==> config.mk <==
export PLATFORM = sky130hd
export DESIGN_NAME = id_stage_flat
export DESIGN_NICKNAME = d
export VERILOG_FILES = /design/src/rtl/id_stage_if.sv /design/src/rtl/id_stage.sv /design/src/flat_wrapper.sv
export SDC_FILE = /design/constraint.sdc
export NUM_CORES = 2
export LEC_CHECK = 0
export BUFFER_PORTS_ARGS = -buffer_cell sky130_fd_sc_hd__clkbuf_2
export CELL_PAD_IN_SITES_DETAIL_PLACEMENT = 1
export CELL_PAD_IN_SITES_GLOBAL_PLACEMENT = 1
export CORE_MARGIN = 2
export CORE_UTILIZATION = 51
export CTS_CLUSTER_DIAMETER = 50
export DETAILED_ROUTE_END_ITERATION = 8
export GPL_TIMING_DRIVEN = 0
export PLACE_DENSITY_LB_ADDON = 0.2
export SYNTH_ARGS = -nofsm -noshare
export SYNTH_HDL_FRONTEND = slang
export SYNTH_SLANG_ARGS = --single-unit
==> constraint.sdc <==
create_clock -name clk -period 5.93 [get_ports clk]
set_input_delay 0.593 -clock clk [delete_from_list [all_inputs] [get_ports clk]]
set_output_delay 0.593 -clock clk [all_outputs]
set_load 0.02 [all_outputs]
==> src/rtl/id_stage_if.sv <==
// IF/ID-to-ID/EX bus for the decode stage: fetch-side inputs, writeback port,
// stall handshake back to fetch and the registered ID/EX fields.
interface id_stage_if #(
    parameter int XLEN = 32
);
    logic [XLEN-1:0] IF_pc_out;
    logic [31:0]     IF_instr_out;
    logic            InstrFlush;
    logic            wb_RegWrite;
    logic [4:0]      wb_rd;
    logic [XLEN-1:0] wb_data;
    logic            PC_write;
    logic            IFID_RegWrite;
    logic [XLEN-1:0] ID_pc;
    logic [XLEN-1:0] ID_rs1_data;
    logic [XLEN-1:0] ID_rs2_data;
    logic [XLEN-1:0] ID_imm;
    logic [4:0]      ID_rs1;
    logic [4:0]      ID_rs2;
    logic [4:0]      ID_rd;
    logic [2:0]      ID_funct3;
    logic            ID_funct7b5;
    logic [2:0]      ID_ALUOp;
    logic            ID_ALUSrc;
    logic            ID_MemRead;
    logic            ID_MemWrite;
    logic            ID_MemtoReg;
    logic            ID_RegWrite;
    logic [1:0]      ID_BranchType;

    modport master (
        output IF_pc_out, IF_instr_out, InstrFlush, wb_RegWrite, wb_rd, wb_data,
        input  PC_write, IFID_RegWrite, ID_pc, ID_rs1_data, ID_rs2_data, ID_imm,
               ID_rs1, ID_rs2, ID_rd, ID_funct3, ID_funct7b5, ID_ALUOp, ID_ALUSrc,
               ID_MemRead, ID_MemWrite, ID_MemtoReg, ID_RegWrite, ID_BranchType
    );

    modport slave (
        input  IF_pc_out, IF_instr_out, InstrFlush, wb_RegWrite, wb_rd, wb_data,
        output PC_write, IFID_RegWrite, ID_pc, ID_rs1_data, ID_rs2_data, ID_imm,
               ID_rs1, ID_rs2, ID_rd, ID_funct3, ID_funct7b5, ID_ALUOp, ID_ALUSrc,
               ID_MemRead, ID_MemWrite, ID_MemtoReg, ID_RegWrite, ID_BranchType
    );
endinterface

==> src/rtl/id_stage.sv <==
// RV32I decode stage: register file, immediate generation, load-use stall and ID/EX register.
// Optional macro REGFILE_BYPASS_EN makes same-cycle writeback visible to register reads.
module id_stage #(
    parameter int XLEN = 32,
    parameter int NREG = 32
) (
    input logic        clk,
    input logic        rst,
    id_stage_if.slave  bus
);

    typedef enum logic [6:0] {
        OP_R      = 7'b0110011,
        OP_IALU   = 7'b0010011,
        OP_LOAD   = 7'b0000011,
        OP_STORE  = 7'b0100011,
        OP_BRANCH = 7'b1100011,
        OP_LUI    = 7'b0110111,
        OP_AUIPC  = 7'b0010111,
        OP_JAL    = 7'b1101111,
        OP_JALR   = 7'b1100111
    } opcode_e;

    typedef enum logic [2:0] {
        ALU_ADD   = 3'd0,
        ALU_R     = 3'd1,
        ALU_I     = 3'd2,
        ALU_BR    = 3'd3,
        ALU_LUI   = 3'd4,
        ALU_AUIPC = 3'd5,
        ALU_JUMP  = 3'd6
    } aluop_e;

    typedef enum logic [1:0] {
        BR_NONE = 2'd0,
        BR_COND = 2'd1,
        BR_JAL  = 2'd2,
        BR_JALR = 2'd3
    } branch_e;

    typedef struct packed {
        logic [XLEN-1:0] pc;
        logic [XLEN-1:0] rs1_data;
        logic [XLEN-1:0] rs2_data;
        logic [XLEN-1:0] imm;
        logic [4:0]      rs1;
        logic [4:0]      rs2;
        logic [4:0]      rd;
        logic [2:0]      funct3;
        logic            funct7b5;
        aluop_e          alu_op;
        logic            alu_src;
        logic            mem_read;
        logic            mem_write;
        logic            mem_to_reg;
        logic            reg_write;
        branch_e         branch_type;
    } idex_t;

    logic [31:0]     instr;
    logic [4:0]      rs1;
    logic [4:0]      rs2;
    logic [XLEN-1:0] rf [NREG];
    logic [XLEN-1:0] rs1_data;
    logic [XLEN-1:0] rs2_data;
    logic [XLEN-1:0] imm_i, imm_s, imm_b, imm_u, imm_j;
    logic            uses_rs1;
    logic            uses_rs2;
    logic            hazard;
    idex_t           dec;
    idex_t           idex;

    assign instr = bus.IF_instr_out;
    assign rs1   = instr[19:15];
    assign rs2   = instr[24:20];

    always_ff @(posedge clk) begin
        if (rst) begin
            for (int unsigned i = 0; i < NREG; i++) begin
                rf[i] <= '0;
            end
        end else if (bus.wb_RegWrite && bus.wb_rd != '0) begin
            rf[bus.wb_rd] <= bus.wb_data;
        end
    end

    always_comb begin
        rs1_data = (rs1 == '0) ? '0 : rf[rs1];
        rs2_data = (rs2 == '0) ? '0 : rf[rs2];
`ifdef REGFILE_BYPASS_EN
        if (bus.wb_RegWrite && bus.wb_rd != '0 && bus.wb_rd == rs1) rs1_data = bus.wb_data;
        if (bus.wb_RegWrite && bus.wb_rd != '0 && bus.wb_rd == rs2) rs2_data = bus.wb_data;
`endif
    end

    assign imm_i = {{(XLEN-12){instr[31]}}, instr[31:20]};
    assign imm_s = {{(XLEN-12){instr[31]}}, instr[31:25], instr[11:7]};
    assign imm_b = {{(XLEN-13){instr[31]}}, instr[31], instr[7], instr[30:25], instr[11:8], 1'b0};
    assign imm_u = {{(XLEN-32){instr[31]}}, instr[31:12], 12'b0};
    assign imm_j = {{(XLEN-21){instr[31]}}, instr[31], instr[19:12], instr[20], instr[30:21], 1'b0};

    always_comb begin
        dec          = '0;
        dec.pc       = bus.IF_pc_out;
        dec.rs1_data = rs1_data;
        dec.rs2_data = rs2_data;
        dec.rs1      = rs1;
        dec.rs2      = rs2;
        dec.rd       = instr[11:7];
        dec.funct3   = instr[14:12];
        dec.funct7b5 = instr[30];
        uses_rs1     = 1'b0;
        uses_rs2     = 1'b0;
        case (instr[6:0])
            OP_R: begin
                dec.alu_op = ALU_R; dec.reg_write = 1'b1;
                uses_rs1 = 1'b1; uses_rs2 = 1'b1;
            end
            OP_IALU: begin
                dec.alu_op = ALU_I; dec.alu_src = 1'b1; dec.reg_write = 1'b1;
                dec.imm = imm_i; uses_rs1 = 1'b1;
            end
            OP_LOAD: begin
                dec.alu_op = ALU_ADD; dec.alu_src = 1'b1; dec.mem_read = 1'b1;
                dec.mem_to_reg = 1'b1; dec.reg_write = 1'b1;
                dec.imm = imm_i; uses_rs1 = 1'b1;
            end
            OP_STORE: begin
                dec.alu_op = ALU_ADD; dec.alu_src = 1'b1; dec.mem_write = 1'b1;
                dec.imm = imm_s; uses_rs1 = 1'b1; uses_rs2 = 1'b1;
            end
            OP_BRANCH: begin
                dec.alu_op = ALU_BR; dec.branch_type = BR_COND;
                dec.imm = imm_b; uses_rs1 = 1'b1; uses_rs2 = 1'b1;
            end
            OP_LUI: begin
                dec.alu_op = ALU_LUI; dec.alu_src = 1'b1; dec.reg_write = 1'b1;
                dec.imm = imm_u;
            end
            OP_AUIPC: begin
                dec.alu_op = ALU_AUIPC; dec.alu_src = 1'b1; dec.reg_write = 1'b1;
                dec.imm = imm_u;
            end
            OP_JAL: begin
                dec.alu_op = ALU_JUMP; dec.alu_src = 1'b1; dec.reg_write = 1'b1;
                dec.branch_type = BR_JAL; dec.imm = imm_j;
            end
            OP_JALR: begin
                dec.alu_op = ALU_JUMP; dec.alu_src = 1'b1; dec.reg_write = 1'b1;
                dec.branch_type = BR_JALR; dec.imm = imm_i; uses_rs1 = 1'b1;
            end
            default: begin
                // Unsupported opcodes become a NOP: control bits stay 0, no trap.
            end
        endcase
    end

    // The inserted bubble clears ID_MemRead, so a load-use stall lasts one cycle.
    assign hazard = idex.mem_read && idex.rd != '0 &&
                    ((uses_rs1 && idex.rd == rs1) || (uses_rs2 && idex.rd == rs2));

    assign bus.PC_write      = bus.InstrFlush || !hazard;
    assign bus.IFID_RegWrite = bus.InstrFlush || !hazard;

    always_ff @(posedge clk) begin
        if (rst || bus.InstrFlush || hazard) begin
            idex <= '0;
        end else begin
            idex <= dec;
        end
    end

    assign bus.ID_pc         = idex.pc;
    assign bus.ID_rs1_data   = idex.rs1_data;
    assign bus.ID_rs2_data   = idex.rs2_data;
    assign bus.ID_imm        = idex.imm;
    assign bus.ID_rs1        = idex.rs1;
    assign bus.ID_rs2        = idex.rs2;
    assign bus.ID_rd         = idex.rd;
    assign bus.ID_funct3     = idex.funct3;
    assign bus.ID_funct7b5   = idex.funct7b5;
    assign bus.ID_ALUOp      = idex.alu_op;
    assign bus.ID_ALUSrc     = idex.alu_src;
    assign bus.ID_MemRead    = idex.mem_read;
    assign bus.ID_MemWrite   = idex.mem_write;
    assign bus.ID_MemtoReg   = idex.mem_to_reg;
    assign bus.ID_RegWrite   = idex.reg_write;
    assign bus.ID_BranchType = idex.branch_type;

endmodule

==> src/flat_wrapper.sv <==
// flat-port wrapper written by rule: the top's interface ports become plain ports
module id_stage_flat 
#(
    parameter int XLEN = 32,
    parameter int NREG = 32
)
  (clk, rst, bus_IF_pc_out, bus_IF_instr_out, bus_InstrFlush, bus_wb_RegWrite, bus_wb_rd, bus_wb_data, bus_PC_write, bus_IFID_RegWrite, bus_ID_pc, bus_ID_rs1_data, bus_ID_rs2_data, bus_ID_imm, bus_ID_rs1, bus_ID_rs2, bus_ID_rd, bus_ID_funct3, bus_ID_funct7b5, bus_ID_ALUOp, bus_ID_ALUSrc, bus_ID_MemRead, bus_ID_MemWrite, bus_ID_MemtoReg, bus_ID_RegWrite, bus_ID_BranchType);
  id_stage_if #(.XLEN(XLEN)) bus_i ();
  input logic clk;
  input logic rst;
  input wire logic [$bits(bus_i.IF_pc_out)-1:0] bus_IF_pc_out;
  input wire logic [$bits(bus_i.IF_instr_out)-1:0] bus_IF_instr_out;
  input wire logic [$bits(bus_i.InstrFlush)-1:0] bus_InstrFlush;
  input wire logic [$bits(bus_i.wb_RegWrite)-1:0] bus_wb_RegWrite;
  input wire logic [$bits(bus_i.wb_rd)-1:0] bus_wb_rd;
  input wire logic [$bits(bus_i.wb_data)-1:0] bus_wb_data;
  output wire logic [$bits(bus_i.PC_write)-1:0] bus_PC_write;
  output wire logic [$bits(bus_i.IFID_RegWrite)-1:0] bus_IFID_RegWrite;
  output wire logic [$bits(bus_i.ID_pc)-1:0] bus_ID_pc;
  output wire logic [$bits(bus_i.ID_rs1_data)-1:0] bus_ID_rs1_data;
  output wire logic [$bits(bus_i.ID_rs2_data)-1:0] bus_ID_rs2_data;
  output wire logic [$bits(bus_i.ID_imm)-1:0] bus_ID_imm;
  output wire logic [$bits(bus_i.ID_rs1)-1:0] bus_ID_rs1;
  output wire logic [$bits(bus_i.ID_rs2)-1:0] bus_ID_rs2;
  output wire logic [$bits(bus_i.ID_rd)-1:0] bus_ID_rd;
  output wire logic [$bits(bus_i.ID_funct3)-1:0] bus_ID_funct3;
  output wire logic [$bits(bus_i.ID_funct7b5)-1:0] bus_ID_funct7b5;
  output wire logic [$bits(bus_i.ID_ALUOp)-1:0] bus_ID_ALUOp;
  output wire logic [$bits(bus_i.ID_ALUSrc)-1:0] bus_ID_ALUSrc;
  output wire logic [$bits(bus_i.ID_MemRead)-1:0] bus_ID_MemRead;
  output wire logic [$bits(bus_i.ID_MemWrite)-1:0] bus_ID_MemWrite;
  output wire logic [$bits(bus_i.ID_MemtoReg)-1:0] bus_ID_MemtoReg;
  output wire logic [$bits(bus_i.ID_RegWrite)-1:0] bus_ID_RegWrite;
  output wire logic [$bits(bus_i.ID_BranchType)-1:0] bus_ID_BranchType;
  assign bus_i.IF_pc_out = bus_IF_pc_out;
  assign bus_i.IF_instr_out = bus_IF_instr_out;
  assign bus_i.InstrFlush = bus_InstrFlush;
  assign bus_i.wb_RegWrite = bus_wb_RegWrite;
  assign bus_i.wb_rd = bus_wb_rd;
  assign bus_i.wb_data = bus_wb_data;
  assign bus_PC_write = bus_i.PC_write;
  assign bus_IFID_RegWrite = bus_i.IFID_RegWrite;
  assign bus_ID_pc = bus_i.ID_pc;
  assign bus_ID_rs1_data = bus_i.ID_rs1_data;
  assign bus_ID_rs2_data = bus_i.ID_rs2_data;
  assign bus_ID_imm = bus_i.ID_imm;
  assign bus_ID_rs1 = bus_i.ID_rs1;
  assign bus_ID_rs2 = bus_i.ID_rs2;
  assign bus_ID_rd = bus_i.ID_rd;
  assign bus_ID_funct3 = bus_i.ID_funct3;
  assign bus_ID_funct7b5 = bus_i.ID_funct7b5;
  assign bus_ID_ALUOp = bus_i.ID_ALUOp;
  assign bus_ID_ALUSrc = bus_i.ID_ALUSrc;
  assign bus_ID_MemRead = bus_i.ID_MemRead;
  assign bus_ID_MemWrite = bus_i.ID_MemWrite;
  assign bus_ID_MemtoReg = bus_i.ID_MemtoReg;
  assign bus_ID_RegWrite = bus_i.ID_RegWrite;
  assign bus_ID_BranchType = bus_i.ID_BranchType;
  id_stage #(.XLEN(XLEN), .NREG(NREG)) u_core (.clk(clk), .rst(rst), .bus(bus_i));
endmodule
## Word level (Yosys, flattened, before mapping)

Memory sizes are Yosys's and may differ from the RTL's. A register that Yosys moved wholly into a read port is not among the register bits.
Index checks and enable logic that the tools add are counted.

| word-level totals | value |
|---|---|
| flip-flop bits (word level) | 92 |
| bits in writable memories | 1,024 |
| input port bits | 105 |
| output and inout bits | 159 |
| memories kept | 1 |

Memory list:

| name | words | width | read ports | clocked after Yosys merged registers in | write ports | line | source |
|---|---|---|---|---|---|---|---|
| u_core.rf | 32 | 32 | 2 | 2 | 32 | id_stage.sv:63 | `logic [XLEN-1:0] rf [NREG];` |

| cells by class | value |
|---|---|
| eq/ne operators | 11 |
| mux-type cells | 17 |
| reductions and logical operators | 24 |

Operators by type and width:

| operator | count |
|---|---|
| $pmux W32 S5 | 1 |
| $mux W32 | 1 |
| $reduce_or A32 Y1 | 1 |
| $eq A7 B6 Y1 const B | 3 |
| $eq A7 B7 Y1 const B | 3 |
| $pmux W3 S6 | 1 |
| $eq A7 B5 Y1 const B | 2 |
| $reduce_or A7 Y1 | 2 |
| $mux W1 | 12 |
| $eq A5 B5 Y1 | 2 |
| $logic_not A5 Y1 | 2 |
| $reduce_bool A5 Y1 | 2 |
| $reduce_or A2 Y1 | 4 |
| $eq A7 B2 Y1 const B | 1 |
| $pmux W2 S3 | 1 |
| $reduce_or A3 Y1 | 2 |
| $reduce_or A6 Y1 | 1 |
| $logic_and A1 B1 Y1 | 5 |
| $mux W5 | 1 |
| $logic_or A1 B1 Y1 | 4 |
| $logic_not A1 Y1 | 1 |

## Logic depth before layout (Yosys ltp)

| logic depth | value |
|---|---|
| depth in word-level cells | 8 |
| mapped depth | 9 |

## Worst setup path before layout

Ideal clock, no wire load.

| timing path | value |
|---|---|
| path type | input to output |
| start point | input port bus_IF_instr_out[17] |
| end point | output port bus_PC_write |
| arrival | 1.946 ns |
| required time | 5.337 ns |
| setup slack | 3.391 ns |
| stages | 7 |
| path buffers | 2 |
| cells stage by stage | buf_4 > xor2_1 > nor4_1 > and4_1 > o221a_2 > nand2b_1 > buf_4 |

| on the way | value |
|---|---|
| cells in the longest elaborated chain, start to end | 6 |

RTL lines:

| item | line | source |
|---|---|---|
| start: declaration | flat_wrapper.sv:12 | `input wire logic [$bits(bus_i.IF_instr_out)-1:0] bus_IF_instr_out;` |
| $eq A5 B5 Y1 | id_stage.sv:160 | `((uses_rs1 && idex.rd == rs1) \|\| (uses_rs2 && idex.rd == rs2));` |
| $logic_and A1 B1 Y1 | id_stage.sv:160 |  |
| $logic_or A1 B1 Y1 | id_stage.sv:160 |  |
| $logic_and A1 B1 Y1 | id_stage.sv:159 | `assign hazard = idex.mem_read && idex.rd != '0 &&` |
| $logic_not A1 Y1 | - |  |
| $logic_or A1 B1 Y1 | - |  |
| end: declaration | flat_wrapper.sv:17 | `output wire logic [$bits(bus_i.PC_write)-1:0] bus_PC_write;` |

Every way passes these cells.

## Final worst setup path

| timing path | value |
|---|---|
| start point | input port bus_IF_instr_out[21] |
| end point | register, netlist name u_core.bus.ID_rs2_data[13] |

| on the way | value |
|---|---|
| cells in the longest elaborated chain, start to end | 6 |
| elaborated cells on any way between the ends | 7 |

RTL lines:

| item | line | source |
|---|---|---|
| $eq A5 B5 Y1 | id_stage.sv:160 |  |
| $logic_and A1 B1 Y1 | id_stage.sv:160 |  |
| $logic_or A1 B1 Y1 | id_stage.sv:160 |  |
| $logic_and A1 B1 Y1 | id_stage.sv:159 |  |
| $logic_or A1 B1 Y1 | id_stage.sv:166 | `if (rst \|\| bus.InstrFlush \|\| hazard) begin` |
| $reduce_or A2 Y1 (no line) | - |  |

Parallel ways exist; a longest one is shown, timed or not.
A chain may end at the register's enable or synchronous reset.

==> metrics.txt <==
status finished with violations; violated checks capacitance limit, slew limit; Die W 346 µm; WL met2 between 90000 and 100000 µm; CTS sink cnt 1180; slew margin rel. -0.0275; Vias ~41000; Pre-antenna DRT Iters 6; Final Total Pwr between 20 and 25 mW; fmax 260 MHz; global-route wire length before repair 309000 µm; worst hold margin 0.0503 ns; Tmin final 3.84 ns; number of setup buffers added after CTS 0; CP required 6.54 ns; critical path endpoint category flip-flop; grt ovf 0; Crit Reg-Reg Endpoint u_core.bus.ID_rs1_data[15]$_SDFF_PP0_; vias in the first global route 41200; Port-buffer cells 255; Die Ht 346 µm; post-CTS resize count 0; kind of critical path in2reg; die area between 100000 and 150000 µm²; Post-Syn Area 59600 µm²; number of distinct library cells after synthesis 64; Max Cap Violations 1; Post-Synthesis Mean Instance Area 14.3 µm²; initial core utilization 0.513; area grow syn2layout 14.1%; number of synthesized register bits 1180; core area around 120000 µm²; crit share post-route 0.648; EDFF count, synth 1024; RSZ-0062 raised after global routing false; Core Rows 125; root buffer cell clkbuf_16; setup TNS 0 ns; asr flop ratio synth 0; CTS Buffer Depth 3; Max VDD drop 0.000295 V; sequential-to-total area share from yosys stat 0.569; met1 WL 84900 µm; Reg2Reg Depth 6; total CTS buffers 151; PwrDens about 320 nW/µm²; clk_lat worst skew 0.78 ns; Post-Route WL between 200000 and 250000 µm; CP max FO 10; top sig layer met5; fin area approximately 70000 µm²; drt via density 6.56; Yosys Warn Count 0; antenna viol nets, final 0; fillers 11100; overall routing resource usage 0.370; final hold viol count 0; Met3 Wirelength around 27000 µm; Worst-Margin Slew roughly 1.5 ns; Critical Path AT 4.45 ns; I/O Pins 264; nets 4717; clock skew 0.0333 ns; hold buffer count at cts 0; fraction of layout cells with a size suffix above 1 0.255; top_reg_cell synth edfxtp_1; dpl hpwl 176000 µm; Reg-to-Reg Start u_core.bus.ID_rd[2]$_SDFF_PP0_; CTS tree done; DRC viols 0; Pins Over Slew Limit 11; cells after synthesis 4172; CP Capture Point u_core.bus.ID_rs2_data[13]$_SDFF_PP0_; Worst Setup SP bus_IF_instr_out[21]; initial antenna violation count 21; wire per inst ~36 µm; reg-to-reg slack, setup 2.64 ns; area post-placement 62900 µm²; # setup viols final 0; htree depth 4; Leakage Power roughly 24 nW; CP Launch Type primary input; pin count of the biggest net entering global routing 33; worst hold path type in2reg; initial drt markers 5916; clock-pin slew on the worst setup and hold paths 0.06 ns; gpl congestion 0.970
-- where the power goes --
part | leakage (nW) | internal, mW | switching [mW] | total [mW]
combinational | 10.9 | 0.827 | 1.51 | 2.34
clock | 2.45 | 5.50 | 3.86 | 9.37
sequential | 11.0 | 9.47 | 0.244 | 9.71
total | 24.4 | 15.8 | 5.62 | 21.4
-- cell type report --
cell class	count	area [µm²]	area share
sequential	1180	33900	0.498
multi-input combinational	2597	23800	0.349
clock buffer	180	4130	0.0608
buffer	423	2060	0.0303
tap	1524	1910	0.0280
timing repair buffer	256	1300	0.0191
clock inverter	97	923	0.0136
antenna	14	35.0	0.000515
inverter	3	11.3	0.000166
-- flip-flops by register name (all words and copies together), names as in the netlist --
| register | count |
|---|---|
| u_core.rf | 1024 |
| u_core.bus.ID_imm | 32 |
| u_core.bus.ID_pc | 32 |
| u_core.bus.ID_rs1_data | 32 |
| u_core.bus.ID_rs2_data | 32 |
| u_core.bus.ID_rd | 5 |
| u_core.bus.ID_rs1 | 5 |
| u_core.bus.ID_rs2 | 5 |
| u_core.bus.ID_ALUOp | 3 |
| u_core.bus.ID_funct3 | 3 |
| u_core.bus.ID_BranchType | 2 |
| u_core.bus.ID_ALUSrc | 1 |
| u_core.bus.ID_MemRead | 1 |
| u_core.bus.ID_MemWrite | 1 |
| u_core.bus.ID_RegWrite | 1 |
| u_core.bus.ID_funct7b5 | 1 |
-- critical path: stages --
cell and delay [ns]:
clkbuf_2 0.20, buf_2 0.38, buf_2 0.50, nor2_1 0.25, clkbuf_1 0.42, a221oi_1 1.02, o221ai_1 0.43, nor4_2 0.60
-- Yosys cell counts (26+ instances only) --
master,n,area (µm²)
buf_2,69,345
and3_1,72,450
a221oi_1,42,368
dfxtp_1,156,3120
or2_2,33,206
mux2_2,111,1250
mux4_2,353,7950
a22o_1,27,236
mux2i_1,204,2040
nand2_1,58,218
a21oi_1,44,220
nor2b_1,85,532
a211oi_1,98,736
nor2_1,83,312
o211ai_1,28,210
and2_1,1017,6360
edfxtp_1,1024,30700
o21ai_0,26,130
nor3_1,36,180
buf_4,33,248
clkbuf_1,281,1050
o22ai_1,56,350
-- routing by layer --
| metal | vias to the layer above | GRT usage |
|---|---|---|
| met5 | - | 0 |
| met4 | 10 | 0.177 |
| met3 | 485 | 0.0969 |
| met2 | 2597 | 0.564 |
| met1 | 21400 | 0.497 |
| li1 | 16700 | - |
-- worst min-delay path by stage --
| stage | start | endpoint | slack [ns] | depth (start not counted) |
|---|---|---|---|---|
| 2_1_floorplan | u_core.rf[14][26]$_SDFFCE_PN0P_ | u_core.bus.ID_rs2_data[26]$_SDFF_PP0_ | 0.67 | 4 |
| 3_3_place_gp | bus_IF_pc_out[31] | u_core.bus.ID_pc[31]$_SDFF_PP0_ | 0.82 | 2 |
| 3_5_place_dp | bus_IF_pc_out[31] | u_core.bus.ID_pc[31]$_SDFF_PP0_ | 0.82 | 2 |
| 4_1_cts | bus_IF_pc_out[21] | u_core.bus.ID_pc[21]$_SDFF_PP0_ | 0.01 | 2 |
| 5_1_grt | bus_IF_pc_out[21] | u_core.bus.ID_pc[21]$_SDFF_PP0_ | 0.03 | 2 |
| 6_report | bus_IF_pc_out[21] | u_core.bus.ID_pc[21]$_SDFF_PP0_ | 0.05 | 2 |
-- cell families (layout without fill, tap and decap cells) --
family / Yosys count / count (layout) / synth area share
xor gates and xnor gates: 11 / 11 / 0.00162
DFF: 1180 / 1180 / 0.569
AOI/OAI and AO/OA: 409 / 409 / 0.0549
other: 1 / 46 / 0.0000629
buffers and inverters: 426 / 959 / 0.0347
muxes: 669 / 669 / 0.189
and+or+nand+nor: 1476 / 1476 / 0.151
-- cell usage in the layout, fill, tap and decap left out, types with 14 or more instances in the layout --
cell,count
a22o_1,27
nor2b_1,85
or2_2,33
a221oi_1,42
inv_6,15
and3_1,72
buf_4,33
nor4_2,22
o221ai_1,21
o22ai_1,56
mux2i_1,204
mux4_2,353
clkbuf_16,160
clkbuf_1,291
o211ai_1,28
a221oi_2,18
mux2_2,111
a2111oi_2,24
dfxtp_1,156
edfxtp_1,1024
diode_2,14
buf_2,69
conb_1,32
clkinv_2,14
nor3_1,36
nand3_1,23
buf_6,24
and2_1,1017
nor2_1,83
clkbuf_2,258
o21ai_0,26
a21oi_1,44
a211oi_1,98
clkinv_1,24
nand2_1,58
-- metrics by stage --
step | std cells | setup WS, ns | utilization
4_1_cts | 6260 | 2.53 | 0.586
5_1_grt | 6260 | 2.25 | 0.586
6_report | 6274 | 2.09 | 0.586
3_3_place_gp | 5982 | 1.64 | 0.542
3_5_place_dp | 5983 | 1.71 | 0.542
2_1_floorplan | 4203 | 3.39 | -
Note: power is estimated with default switching activity, not from simulation.
